[src/rtl/rr_arbiter_8_pkg.sv]
// -----------------------------------------------------------------------------
// rr_arbiter_8_pkg
// Shared definitions for the 8-way round-robin arbiter:
//   - state_e   : arbiter FSM encoding (IDLE = 0, BUSY = 1)
//   - NUM_REQ   : number of requesters
//   - rr_pick() : round-robin search helper
// -----------------------------------------------------------------------------
package rr_arbiter_8_pkg;

    localparam int NUM_REQ = 8;

    typedef enum logic {
        IDLE = 1'b0,
        BUSY = 1'b1
    } state_e;

    // Returns the first set request bit found when searching upward from
    // (last + 1) mod 8, wrapping around. The last step of the loop revisits
    // 'last' itself, so the most recent grantee is the lowest-priority
    // candidate. Returns 'last' when no request is set. Callers only use the
    // result when at least one request is set.
    function automatic logic [2:0] rr_pick(input logic [NUM_REQ-1:0] req,
                                           input logic [2:0]         last);
        logic [2:0] idx;
        logic       found;
        rr_pick = last;
        found   = 1'b0;
        for (int k = 1; k <= NUM_REQ; k++) begin
            idx = last + k[2:0];
            if (!found && req[idx]) begin
                rr_pick = idx;
                found   = 1'b1;
            end else begin
                found   = found;
            end
        end
    endfunction

endpackage

[src/rtl/decoder_3_8.sv]
// -----------------------------------------------------------------------------
// decoder_3_8
// 3-to-8 one-hot decoder with enable.
//   E   : enable; when 0 the output is all-zero
//   In  : binary index
//   Out : one-hot decode of In when E = 1, else 8'h00
// -----------------------------------------------------------------------------
module decoder_3_8 (
    input  logic       E,
    input  logic [2:0] In,
    output logic [7:0] Out
);

    // One-hot decode, gated by the enable.
    always_comb begin
        Out = 8'h00;
        if (E) begin
            case (In)
                3'd0:    Out = 8'b0000_0001;
                3'd1:    Out = 8'b0000_0010;
                3'd2:    Out = 8'b0000_0100;
                3'd3:    Out = 8'b0000_1000;
                3'd4:    Out = 8'b0001_0000;
                3'd5:    Out = 8'b0010_0000;
                3'd6:    Out = 8'b0100_0000;
                3'd7:    Out = 8'b1000_0000;
                default: Out = 8'h00;
            endcase
        end else begin
            Out = 8'h00;
        end
    end

endmodule

[src/rtl/rr_arbiter_8.sv]
// -----------------------------------------------------------------------------
// rr_arbiter_8
// 8-way round-robin arbiter with a maximum grant hold time.
//   clka      : clock, all state updates on the rising edge
//   rst       : synchronous active-high reset, dominates all other inputs
//   req       : request lines, bit i = requester i
//   done      : current grantee releases the resource
//   gnt       : one-hot grant (8'h00 when no grant)
//   gnt_idx   : binary index of the current or most recent grantee
//   gnt_valid : grant active
//   timeout   : one-cycle pulse after a grant is revoked by hold-limit expiry
// Every grant is followed by at least one IDLE cycle, so a lone persistent
// requester is re-granted after a one-cycle gap.
// -----------------------------------------------------------------------------
module rr_arbiter_8
    import rr_arbiter_8_pkg::*;
#(
    parameter int MAX_HOLD = 8
) (
    input  logic       clka,
    input  logic       rst,
    input  logic [7:0] req,
    input  logic       done,
    output logic [7:0] gnt,
    output logic [2:0] gnt_idx,
    output logic       gnt_valid,
    output logic       timeout
);

    // Hold counter value in the final permitted cycle of a grant.
    localparam logic [7:0] HOLD_LAST = 8'(MAX_HOLD - 1);

    state_e     state_q,    state_d;
    logic [2:0] gnt_idx_q,  gnt_idx_d;
    logic [2:0] last_idx_q, last_idx_d;
    logic [7:0] hold_q,     hold_d;
    logic       timeout_q,  timeout_d;
    logic [2:0] pick_s;

    assign pick_s = rr_pick(req, last_idx_q);

    // Next-state logic: grant selection in IDLE, release and hold limit in BUSY.
    always_comb begin
        state_d    = state_q;
        gnt_idx_d  = gnt_idx_q;
        last_idx_d = last_idx_q;
        hold_d     = hold_q;
        timeout_d  = 1'b0;
        case (state_q)
            IDLE: begin
                if (req != 8'h00) begin
                    state_d    = BUSY;
                    gnt_idx_d  = pick_s;
                    last_idx_d = pick_s;
                    hold_d     = 8'd0;
                end else begin
                    state_d    = IDLE;
                end
            end
            BUSY: begin
                // done and request drop take priority over the hold limit,
                // so a timeout is only flagged when the limit alone ends the grant.
                if (done || !req[gnt_idx_q]) begin
                    state_d   = IDLE;
                    hold_d    = 8'd0;
                    timeout_d = 1'b0;
                end else if (hold_q == HOLD_LAST) begin
                    state_d   = IDLE;
                    hold_d    = 8'd0;
                    timeout_d = 1'b1;
                end else begin
                    hold_d    = hold_q + 8'd1;
                end
            end
            default: begin
                state_d   = IDLE;
                hold_d    = 8'd0;
                timeout_d = 1'b0;
            end
        endcase
    end

    // State register with synchronous reset; last_idx resets to 7 so that
    // requester 0 has first priority.
    always_ff @(posedge clka) begin
        if (rst) begin
            state_q    <= IDLE;
            gnt_idx_q  <= 3'd0;
            last_idx_q <= 3'd7;
            hold_q     <= 8'd0;
            timeout_q  <= 1'b0;
        end else begin
            state_q    <= state_d;
            gnt_idx_q  <= gnt_idx_d;
            last_idx_q <= last_idx_d;
            hold_q     <= hold_d;
            timeout_q  <= timeout_d;
        end
    end

    assign gnt_valid = (state_q == BUSY);
    assign gnt_idx   = gnt_idx_q;
    assign timeout   = timeout_q;

    decoder_3_8 u_gnt_dec (
        .E   (gnt_valid),
        .In  (gnt_idx_q),
        .Out (gnt)
    );

endmodule

[config.mk]
export PLATFORM = sky130hd
export DESIGN_NAME = rr_arbiter_8
export DESIGN_NICKNAME = d
export VERILOG_FILES = /design/src/rtl/rr_arbiter_8_pkg.sv /design/src/rtl/decoder_3_8.sv /design/src/rtl/rr_arbiter_8.sv
export SDC_FILE = /design/constraint.sdc
export NUM_CORES = 1
export LEC_CHECK = 0
export CAP_MARGIN = 40
export CORE_ASPECT_RATIO = 1.75
export CORE_UTILIZATION = 34
export CTS_CLUSTER_DIAMETER = 150
export CTS_CLUSTER_SIZE = 30
export DETAILED_ROUTE_END_ITERATION = 8
export PLACE_DENSITY = 0.57
export SETUP_SLACK_MARGIN = 0.5
export SLEW_MARGIN = 40
export SYNTH_ARGS = -nofsm -noshare
export SYNTH_HDL_FRONTEND = slang
export SYNTH_SLANG_ARGS = --single-unit
[constraint.sdc]
create_clock -name clka -period 6.5 [get_ports clka]
set_input_delay 0.975 -clock clka [delete_from_list [all_inputs] [get_ports clka]]
set_output_delay 0.975 -clock clka [all_outputs]
set_load 0.01 [all_outputs]
==> results.txt, run 1 <==
The worst setup path is launched from a flip-flop. Among all stages on the critical path, the largest delay is contributed by sky130_fd_sc_hd__ha_1. The number of iterations in the first detailed-routing pass was 4; the async set-or-reset flop fraction in the synthesized netlist was 0%.

For the largest net degree at the start of global routing, the log shows 24. The cell repeated most along the worst path is sky130_fd_sc_hd__mux2i_4. After clock tree synthesis, the clock-pin slew on the worst setup and hold paths is 0.08 ns. Setup repair after global routing left no endpoint under its margin. The xor-xnor portion of the synthesized cell area is 2.336%, and the total length of routed wires is 5.518 mm.

Traced cell by cell, the critical path runs through inv_1, ha_1, mux4_2, mux2i_4, a22oi_2, nor4b_2, a211o_1, xnor2_2, mux2i_4, a2111oi_1. In the routed design, unresolved DRC markers number 0. By area the synthesized netlist is led by sky130_fd_sc_hd__dfxtp_1, sky130_fd_sc_hd__mux4_2, sky130_fd_sc_hd__mux2i_1. The first global-routing pass estimated 9.204 mm of wire. Counting distinct cell types in the post-synthesis netlist gives 66. The time the final worst path needs with I/O delays and setup is 4.162 ns. The static leakage is 0.8809 nW. The clock buffer count from CTS is 3. The worst hold path begins at hold_q[7]. The worst reg-to-reg setup slack was 2.34 ns. The total half-perimeter wirelength after legalization and detailed placement was 4.092 mm; the average via count per standard cell was 5.887. Dividing total power by cell area gives a power density of 452.9 nW/um^2. The required time at the worst-slack endpoint was 6.64 ns; the fraction of layout instances using a drive strength above 1 was 18.75%. The worst hold path was traced through 2 stages. In this run the worst path has a maximum fanout of 17. The switching power share of the total was 46.04%; the detailed router's first-iteration violation count was 100. Largest family of logic cells by synthesized area: multiplexers. Of the post-synthesis cell area, the dominant cell type holds 22.43%.

Number of flops mapped to enable cells by yosys: 0. The worst register-to-register path begins at last_idx_q[1]. In this run the deepest clock path goes through 2 buffers. Setup skew after layout: 0.002051 ns. For the worst flop-to-flop path, the logic depth is 10. The number of setup buffers added after CTS is 0. The final weighted congestion in routability-driven placement is 0.8053, and the portion of total power attributed to sequential cells is 19.4%. The largest stage delay on the critical path works out to 0.79 ns. The die extent in y came out at 107 um. For this design the top-level I/O count stands at 24. The tightest hold path in the finished design has a slack of 0.4855 ns. After floorplanning, the core was divided into 37 placement rows. CTS placed an instance of sky130_fd_sc_hd__clkbuf_8 at the clock tree root. The floorplan step defined a die boundary enclosing 6634 um^2. The number of inserted diodes was 0. The logs give 9.1% for the clock power share and 0.2374 mV for the peak ir drop on the vdd network. The deepest level of the CTS H-tree came out at 1. Across the run, the number of max-cap violations was 0. Across every metal layer, demand over resource in global routing totals 18.61%.

The final routed wire length divided by cell count works out to 17.35 um. In this run the tool buffered the top-level ports with 23 buffer cells. After clock tree synthesis, the flow added hold-fix buffers numbering 0.

Of the post-synthesis cell area, the part taken by muxes is 24.59%. For this block, the via count after detailed routing is 1872. The kind of cell with the highest combined delay along the critical path is multiplexers. The most frequently used flop master after synthesis was sky130_fd_sc_hd__dfxtp_1. At the pin with the least slew margin, the transition time is 0.7802 ns. The number of nets handed over by synthesis was 239.

The count of nets left with antenna violations once routing finished came out at 0. Summing every instance area after synthesis gives 2142 um^2. Timing would allow up to 240.3 MHz.

The worst setup path is captured at a flip-flop. Summed over all instances, the cell type with the most area after synthesis is sky130_fd_sc_hd__dfxtp_1. The run gives 0 as the number of antenna violations at the first check in global routing.

The fraction of the cycle the final worst path needs was 64.03%. The path class of the tightest hold or removal check is reg -> reg. The relative contribution of combinational cells to total power is 71.5%, and the post-synthesis share of cell area spent on full adders, half adders and majority gates is 1.752%. The synthesized netlist devotes 22.96% of its cell area to simple gates.

Summed over all layers, the global routing overflow is 0. For the final routed database, the setup TNS stands at 0 ns. The count of buffering cells on the critical path with inverters included was 1. For the number of hold-slack violations in the final timing report, the log shows 0.

The proportion of synthesized chip area in sequential cells is 22.43%, and the final setup violation count is 0. The final-stage net count was 255; the area growth from synthesis to layout was 15.13%. For this design, the sink count on the clock tree is 24. The flow ran to the end, and the final reports show no timing, DRC or antenna violations. Averaged over all synthesized cells, the footprint is 9.520 um^2.

In this run, synthesis produced a sequential element count of 24. The run gives 47.82% as the worst slew margin relative to its limit. Synthesis produced 225 cells.

TritonCTS built the clock tree. The via count of the first global-routing pass came out at 1899. Summing the areas of all compound-gate instances in the mapped netlist gives 21.44% of the synthesized area. The run gives 0 as the number of warning messages in the yosys log.

The tools report the arrival time at the worst endpoint as 4.30 ns. The initial utilization of the core area, before any placement, comes to 35.87%. The count of instances resized after the clock tree is built came out at 0. The logs give 0.6028 mW for the internal power and 0.27 ns for the source-to-sink clock delay at the later pin of the worst-skew pair. The type of the worst setup path is reg -> reg. The width of the chip was 62 um; the total net switching power was 0.5142 mW. Number of max-slew violations in the final report: 0. The worst hold path terminates at hold_q[7].

The floorplan step defined a core boundary enclosing 5972 um^2.
## placed cells by master, fill, tap and decap left out, types with 2 or more instances in the layout
cell type,count
sky130_fd_sc_hd__nor2b_1,7
sky130_fd_sc_hd__ha_1,3
sky130_fd_sc_hd__o21ai_0,10
sky130_fd_sc_hd__nand3b_1,5
sky130_fd_sc_hd__nor3_1,4
sky130_fd_sc_hd__clkdlybuf4s50_1,23
sky130_fd_sc_hd__clkbuf_8,4
sky130_fd_sc_hd__a31o_1,2
sky130_fd_sc_hd__inv_1,6
sky130_fd_sc_hd__or3_1,4
sky130_fd_sc_hd__mux2i_4,3
sky130_fd_sc_hd__a2111oi_1,2
sky130_fd_sc_hd__a21oi_2,2
sky130_fd_sc_hd__nand2_1,12
sky130_fd_sc_hd__nand2b_1,5
sky130_fd_sc_hd__xnor2_1,2
sky130_fd_sc_hd__a21oi_1,14
sky130_fd_sc_hd__and3_1,5
sky130_fd_sc_hd__dfxtp_1,24
sky130_fd_sc_hd__a22o_1,2
sky130_fd_sc_hd__mux2_2,4
sky130_fd_sc_hd__mux4_2,13
sky130_fd_sc_hd__nand3_1,5
sky130_fd_sc_hd__nor2_1,15
sky130_fd_sc_hd__o31ai_1,2
sky130_fd_sc_hd__nor4_1,4
sky130_fd_sc_hd__or2_2,2
sky130_fd_sc_hd__a22oi_1,2
sky130_fd_sc_hd__o21bai_1,2
sky130_fd_sc_hd__and2_1,10
sky130_fd_sc_hd__mux2i_1,8
## area by class of cell
cell class                 instances  area, um^2
clock buffer                       4       55.05
multi-input combinational        181        1569
tap                               78       97.59
timing repair buffer              24       237.7
fill                             566        3506
inverter                           7       26.28
sequential                        24       480.5
## metrics by stage
step	instances	total power [mW]	setup WS (ns)	cell area (um^2)	utilization [%]
2_1_floorplan	225	0.8626	3.214	2142	-
6_report	318	1.117	2.338	2466	41.29
5_1_grt	318	1.201	2.015	2466	41.29
3_5_place_dp	314	1.015	2.337	2411	40.37
4_1_cts	318	1.120	2.308	2466	41.29
3_3_place_gp	314	1.013	2.344	2407	40.31
## worst max-delay path by stage
stage	slack [ns]	depth (start not counted)	start	to
6_report	2.34	10	last_idx_q[1]	flip-flop
5_1_grt	2.02	10	last_idx_q[1]	flip-flop
4_1_cts	2.31	10	last_idx_q[1]	flip-flop
3_5_place_dp	2.34	10	last_idx_q[1]	flip-flop
3_3_place_gp	2.34	8	req[7]	flip-flop
2_1_floorplan	3.21	12	last_idx_q[0]	flip-flop
## power by group through the flow
stage               clock network, mW  logic [mW]  registers (mW)
floorplan                           0       0.661           0.201
global placement                    0       0.792           0.221
detailed placement                  0       0.794           0.221
CTS                             0.104       0.798           0.218
global route                    0.112       0.867           0.223
finish                          0.102       0.799           0.216
## cell families (layout without fill, tap and decap cells)
kind of cell,after synthesis,after routing
flip-flops,24,24
XOR/XNOR,4,4
multiplexers,30,30
adder cells (fa/ha/maj),3,3
AO/OA/AOI/OAI,58,58
buffers and inverters,20,35
AND/OR/NAND/NOR,86,86
## cells in the mapped netlist, types with 3 or more instances
| cell type | count |
|---|---|
| sky130_fd_sc_hd__dfxtp_1 | 24 |
| sky130_fd_sc_hd__clkbuf_1 | 5 |
| sky130_fd_sc_hd__nand3_1 | 5 |
| sky130_fd_sc_hd__mux4_2 | 13 |
| sky130_fd_sc_hd__nand2b_1 | 5 |
| sky130_fd_sc_hd__nor2b_1 | 7 |
| sky130_fd_sc_hd__nor2_1 | 15 |
| sky130_fd_sc_hd__o21ai_0 | 10 |
| sky130_fd_sc_hd__and3_1 | 5 |
| sky130_fd_sc_hd__nor3_1 | 4 |
| sky130_fd_sc_hd__nor4_1 | 4 |
| sky130_fd_sc_hd__and2_1 | 10 |
| sky130_fd_sc_hd__inv_1 | 6 |
| sky130_fd_sc_hd__ha_1 | 3 |
| sky130_fd_sc_hd__nand3b_1 | 5 |
| sky130_fd_sc_hd__a21oi_1 | 15 |
| sky130_fd_sc_hd__mux2_2 | 4 |
| sky130_fd_sc_hd__buf_2 | 5 |
| sky130_fd_sc_hd__or3_1 | 4 |
| sky130_fd_sc_hd__nand2_1 | 12 |
| sky130_fd_sc_hd__mux2i_1 | 8 |
| sky130_fd_sc_hd__mux2i_4 | 3 |
## tightest hold or removal path, delay by kind of cell (launching register included)
family | cells | cell delay, ns
DFF | 1 | 0.32
AOI/OAI and AO/OA | 2 | 0.13
## layer usage
layer	vias to the layer above	GRT usage (%)	part of all wire (%)
li1	889	-	-
met1	928	20.80	39
met2	43	33.21	55
met3	12	1.327	3.1
met4	0	9.365	2.7
met5	-	0	0
No activity file was read; power rests on OpenSTA's default activity.
==> run 2: changes to the inputs <==
--- a/config.mk
+++ b/config.mk
@@ -11,7 +11,7 @@
 export CTS_CLUSTER_DIAMETER = 150
 export CTS_CLUSTER_SIZE = 30
 export DETAILED_ROUTE_END_ITERATION = 8
-export PLACE_DENSITY = 0.57
+export PLACE_DENSITY = 0.59
 export SETUP_SLACK_MARGIN = 0.5
 export SLEW_MARGIN = 40
 export SYNTH_ARGS = -nofsm -noshare
==> constraint.sdc (replaced) <==
create_clock -name clka -period 3.5 [get_ports clka]
set_input_delay 0.525 -clock clka [delete_from_list [all_inputs] [get_ports clka]]
set_output_delay 0.525 -clock clka [all_outputs]
set_load 0.01 [all_outputs]
==> results.txt, run 2 (synthesized netlist as in run 1, its figures left out) <==
The flow ran to the end, and the final reports show no timing, DRC or antenna violations. The final-stage net count is 282 (+11%). The maximum fanout count along the critical path was 7 (-10).

The critical path starts at req[3]. The logs give 6 (+2) for the number of iterations in the first detailed-routing pass and 77.8% (+6.3 points) for the relative contribution of combinational cells to total power. The area of the placeable core was 5972 um^2 (unchanged); the initial core utilization was 35.87% (unchanged).

The final weighted congestion in routability-driven placement was 0.8264 (+2.6%). The worst-margin pin slew was 0.5018 ns (-0.2784 ns). The reg-to-reg critical path startpoint is last_idx_q[0]. Largest net degree at the start of global routing: 23 (-4.2%). The switching power share of the total was 44.59% (-1.4 points). The register area was 488.0 um^2 (+1.6%); the internal power was 1.360 mW (+130%).

The port buffer count was 23 (unchanged). The number of rows in the core area was 37 (unchanged); the total via count in the routed design was 1911 (+2.1%). The average via count per standard cell came out at 5.555 (-5.6%).

Via count of the first global-routing pass: 1936 (+1.9%). For the area occupied by multi-input gates, the log shows 1665 um^2 (+6.1%). The cell family contributing the most delay on the critical path is simple AND/OR/NAND/NOR gates. The tools report the total half-perimeter wirelength after legalization and detailed placement as 4.224 mm (+3.2%).

The overall overflow remaining after global route was 0 (unchanged). The number of antenna violations at the first check in global routing is 0 (unchanged), and the quantity of hold-fixing buffers added after cts is 0 (unchanged). The peak ir drop on the vdd network is 0.4703 mV (+98%). The run gives 18.97% (+0.36 points) as the aggregate global-route resource usage.

TritonCTS built the clock tree. The width of the chip came out at 62 um (unchanged). By startpoint and endpoint, the worst setup path is classified as in -> reg. The area growth from synthesis to layout is 28.86%. On the critical path, the stage with the largest delay is an instance of sky130_fd_sc_hd__mux4_2. Count of filler cells inserted in the layout: 571 (+0.88%).

For the portion of total power attributed to sequential cells, the log shows 15.8% (-3.6 points). Count of clock tree sinks: 24 (unchanged). The post-layout worst setup margin is 0.4280 ns (-1.910 ns). The tools report the number of max-slew violations in the final report as 0 (unchanged).

The worst hold path begins at hold_q[7]. Walking the worst path, the cells encountered are clkdlybuf4s50_1, mux4_2, nor2_1, a22oi_2, or3b_4, a2111oi_4, a31oi_2, or2_4, a2111oi_4. The routed design could run at a clock period as short as 3.072 ns. Arrival time at the worst endpoint: 3.23 ns (-1.07 ns). Clock buffer count from CTS: 3 (unchanged).

Setup repair after global routing could not meet its margin everywhere. The type of origin of the critical path was a primary input. The fraction of the cycle the final worst path needs works out to 87.77%.

Total net switching power: 1.094 mW (+110%). Deepest level of the CTS H-tree: 1 (unchanged). The clock input transition at the sequential cells of the worst setup and hold paths is 0.08 ns (about the same), and the required time at the worst-slack endpoint is 3.66 ns (-2.98 ns). The static leakage was 1.033 nW (+17%); the die extent in y was 107 um (unchanged).

The fraction of layout instances using a drive strength above 1 was 31.20% (+12 points). The path type of the worst min-delay path is reg -> reg. The tools report the total length of routed wires as 5.682 mm (+3.0%). The library cell used most frequently in the layout, excluding fill and tap cells, is sky130_fd_sc_hd__buf_4.

The run gives 325.5 MHz as the maximum clock frequency. STA classifies the critical path endpoint as a flip-flop. The run gives 0 (unchanged) as the final setup violation count. For the source-to-sink clock delay at the later pin of the worst-skew pair, the log shows 0.26 ns (about the same). The largest stage delay on the critical path was 0.54 ns (-0.25 ns); the count of buffering cells on the critical path with inverters included was 1 (unchanged). The clock power share was 6.4% (-2.7 points).

The total I/O pin count is 24 (unchanged). The post-route antenna net violation count came out at 0 (unchanged). The final routed wire length divided by cell count came out at 16.52 um (-4.8%).

The run gives 67 (-33%) as the detailed router's first-iteration violation count. The worst hold margin was 0.4884 ns (+0.002896 ns); the number of inserted diodes was 0 (unchanged). The number of maximum-capacitance constraint violations came out at 0 (unchanged).

The total power per unit cell area was 889.2 nW/um^2 (+96%). The run gives 0 (unchanged) as the number of remaining DRC errors. Cell repeated most along the worst path: sky130_fd_sc_hd__a2111oi_4.

CTS placed an instance of sky130_fd_sc_hd__clkbuf_8 at the clock tree root. For the worst slew margin relative to its limit, the log shows 66.42% (+19 points). The final core utilization came out at 46.22% (+4.9 points).

The overall die area is 6634 um^2 (unchanged). In the layout the commonest cells are sky130_fd_sc_hd__buf_4, sky130_fd_sc_hd__dfxtp_1, sky130_fd_sc_hd__a21oi_1, sky130_fd_sc_hd__nor2_1, sky130_fd_sc_hd__clkdlybuf4s50_1. The logs give 0 (unchanged) for the number of hold-slack violations in the final timing report and 2 (unchanged) for the maximum count of clock buffers along a single path. The setup skew after layout was 0.002114 ns (+0.00006298 ns); the setup slack at placement was -0.008350 ns (-2.345 ns). The global-route wire length before repair was 9.308 mm (+1.1%).
## run 2: cell types whose count changed in the layout (fill, tap and decap cells not counted), moves of 2 or more
cell and change:
sky130_fd_sc_hd__buf_4 +26, sky130_fd_sc_hd__dfxtp_4 +2, sky130_fd_sc_hd__clkdlybuf4s50_1 -8, sky130_fd_sc_hd__dfxtp_1 -2, sky130_fd_sc_hd__a2111oi_1 -2, sky130_fd_sc_hd__a2111oi_4 +2
sky130_fd_sc_hd__dlygate4sd2_1 +6
## run 2: worst min-delay path, cell delays in order (launching register included)
cell	delay (ns)
sky130_fd_sc_hd__dfxtp_1	0.32
sky130_fd_sc_hd__o21ai_0	0.07
sky130_fd_sc_hd__a21oi_1	0.06
## run 2: cell type report
class / count / area share, %
Clock buffer: 3 / 1.496
Inverter: 7 / 1.224
Multi-Input combinational cell: 181 / 60.34
Sequential cell: 24 / 17.68
Tap cell: 78 / 3.536
Timing Repair Buffer: 51 / 15.73
## run 2: power groups by stage
stage	clock network, mW	logic, mW	registers, mW
6_report	0.158	1.91	0.388
5_1_grt	0.172	2.06	0.397
4_1_cts	0.166	1.82	0.389
3_5_place_dp	0	1.61	0.401
3_3_place_gp	0	1.60	0.400
2_1_floorplan	0	1.29	0.381
## run 2: timing repair
item | 4_1_cts | 5_1_grt
resized for setup | 15 | 5
endpoints found under the setup margin | 12 | 11
buffers inserted | 13 | 3
pin swaps | 5 | 8
cloned | 0 | 0
## run 2: metrics by stage
step | TNS, ns | area [um^2] | cells | total power [mW]
after global placement | 0 | 2541 | 325 | 2.005
after global routing | 0 | 2760 | 344 | 2.630
after floorplan | 0 | 2207 | 225 | 1.669
after detailed placement | -0.009533 | 2541 | 325 | 2.008
final | 0 | 2760 | 344 | 2.454
after CTS | 0 | 2714 | 341 | 2.372
## run 2: final timing paths
kind                                  end  slack (ns)  depth (start not counted)
worst max-delay path            flip-flop        0.43                          9
worst min-delay path            hold_q[7]        0.49                          2
worst max register to register  flip-flop        0.44                         10
worst min register to register  hold_q[7]        0.49                          2
## run 2: routing by layer
metal / track usage [%] / wire length [um]
met5: 0 / 0
met4: 8.571 / 164
met3: 1.206 / 91
met2: 35.18 / 3236
met1: 20.42 / 2190
==> run 3: changes to the inputs <==
--- a/config.mk
+++ b/config.mk
@@ -13,6 +13,7 @@
 export DETAILED_ROUTE_END_ITERATION = 8
 export PLACE_DENSITY = 0.59
 export SETUP_SLACK_MARGIN = 0.5
+export SKIP_LAST_GASP = 1
 export SLEW_MARGIN = 40
 export SYNTH_ARGS = -nofsm -noshare
 export SYNTH_HDL_FRONTEND = slang
==> results of run 3 <==
The final DEF is identical to that of run 2; final timing and power are the same.
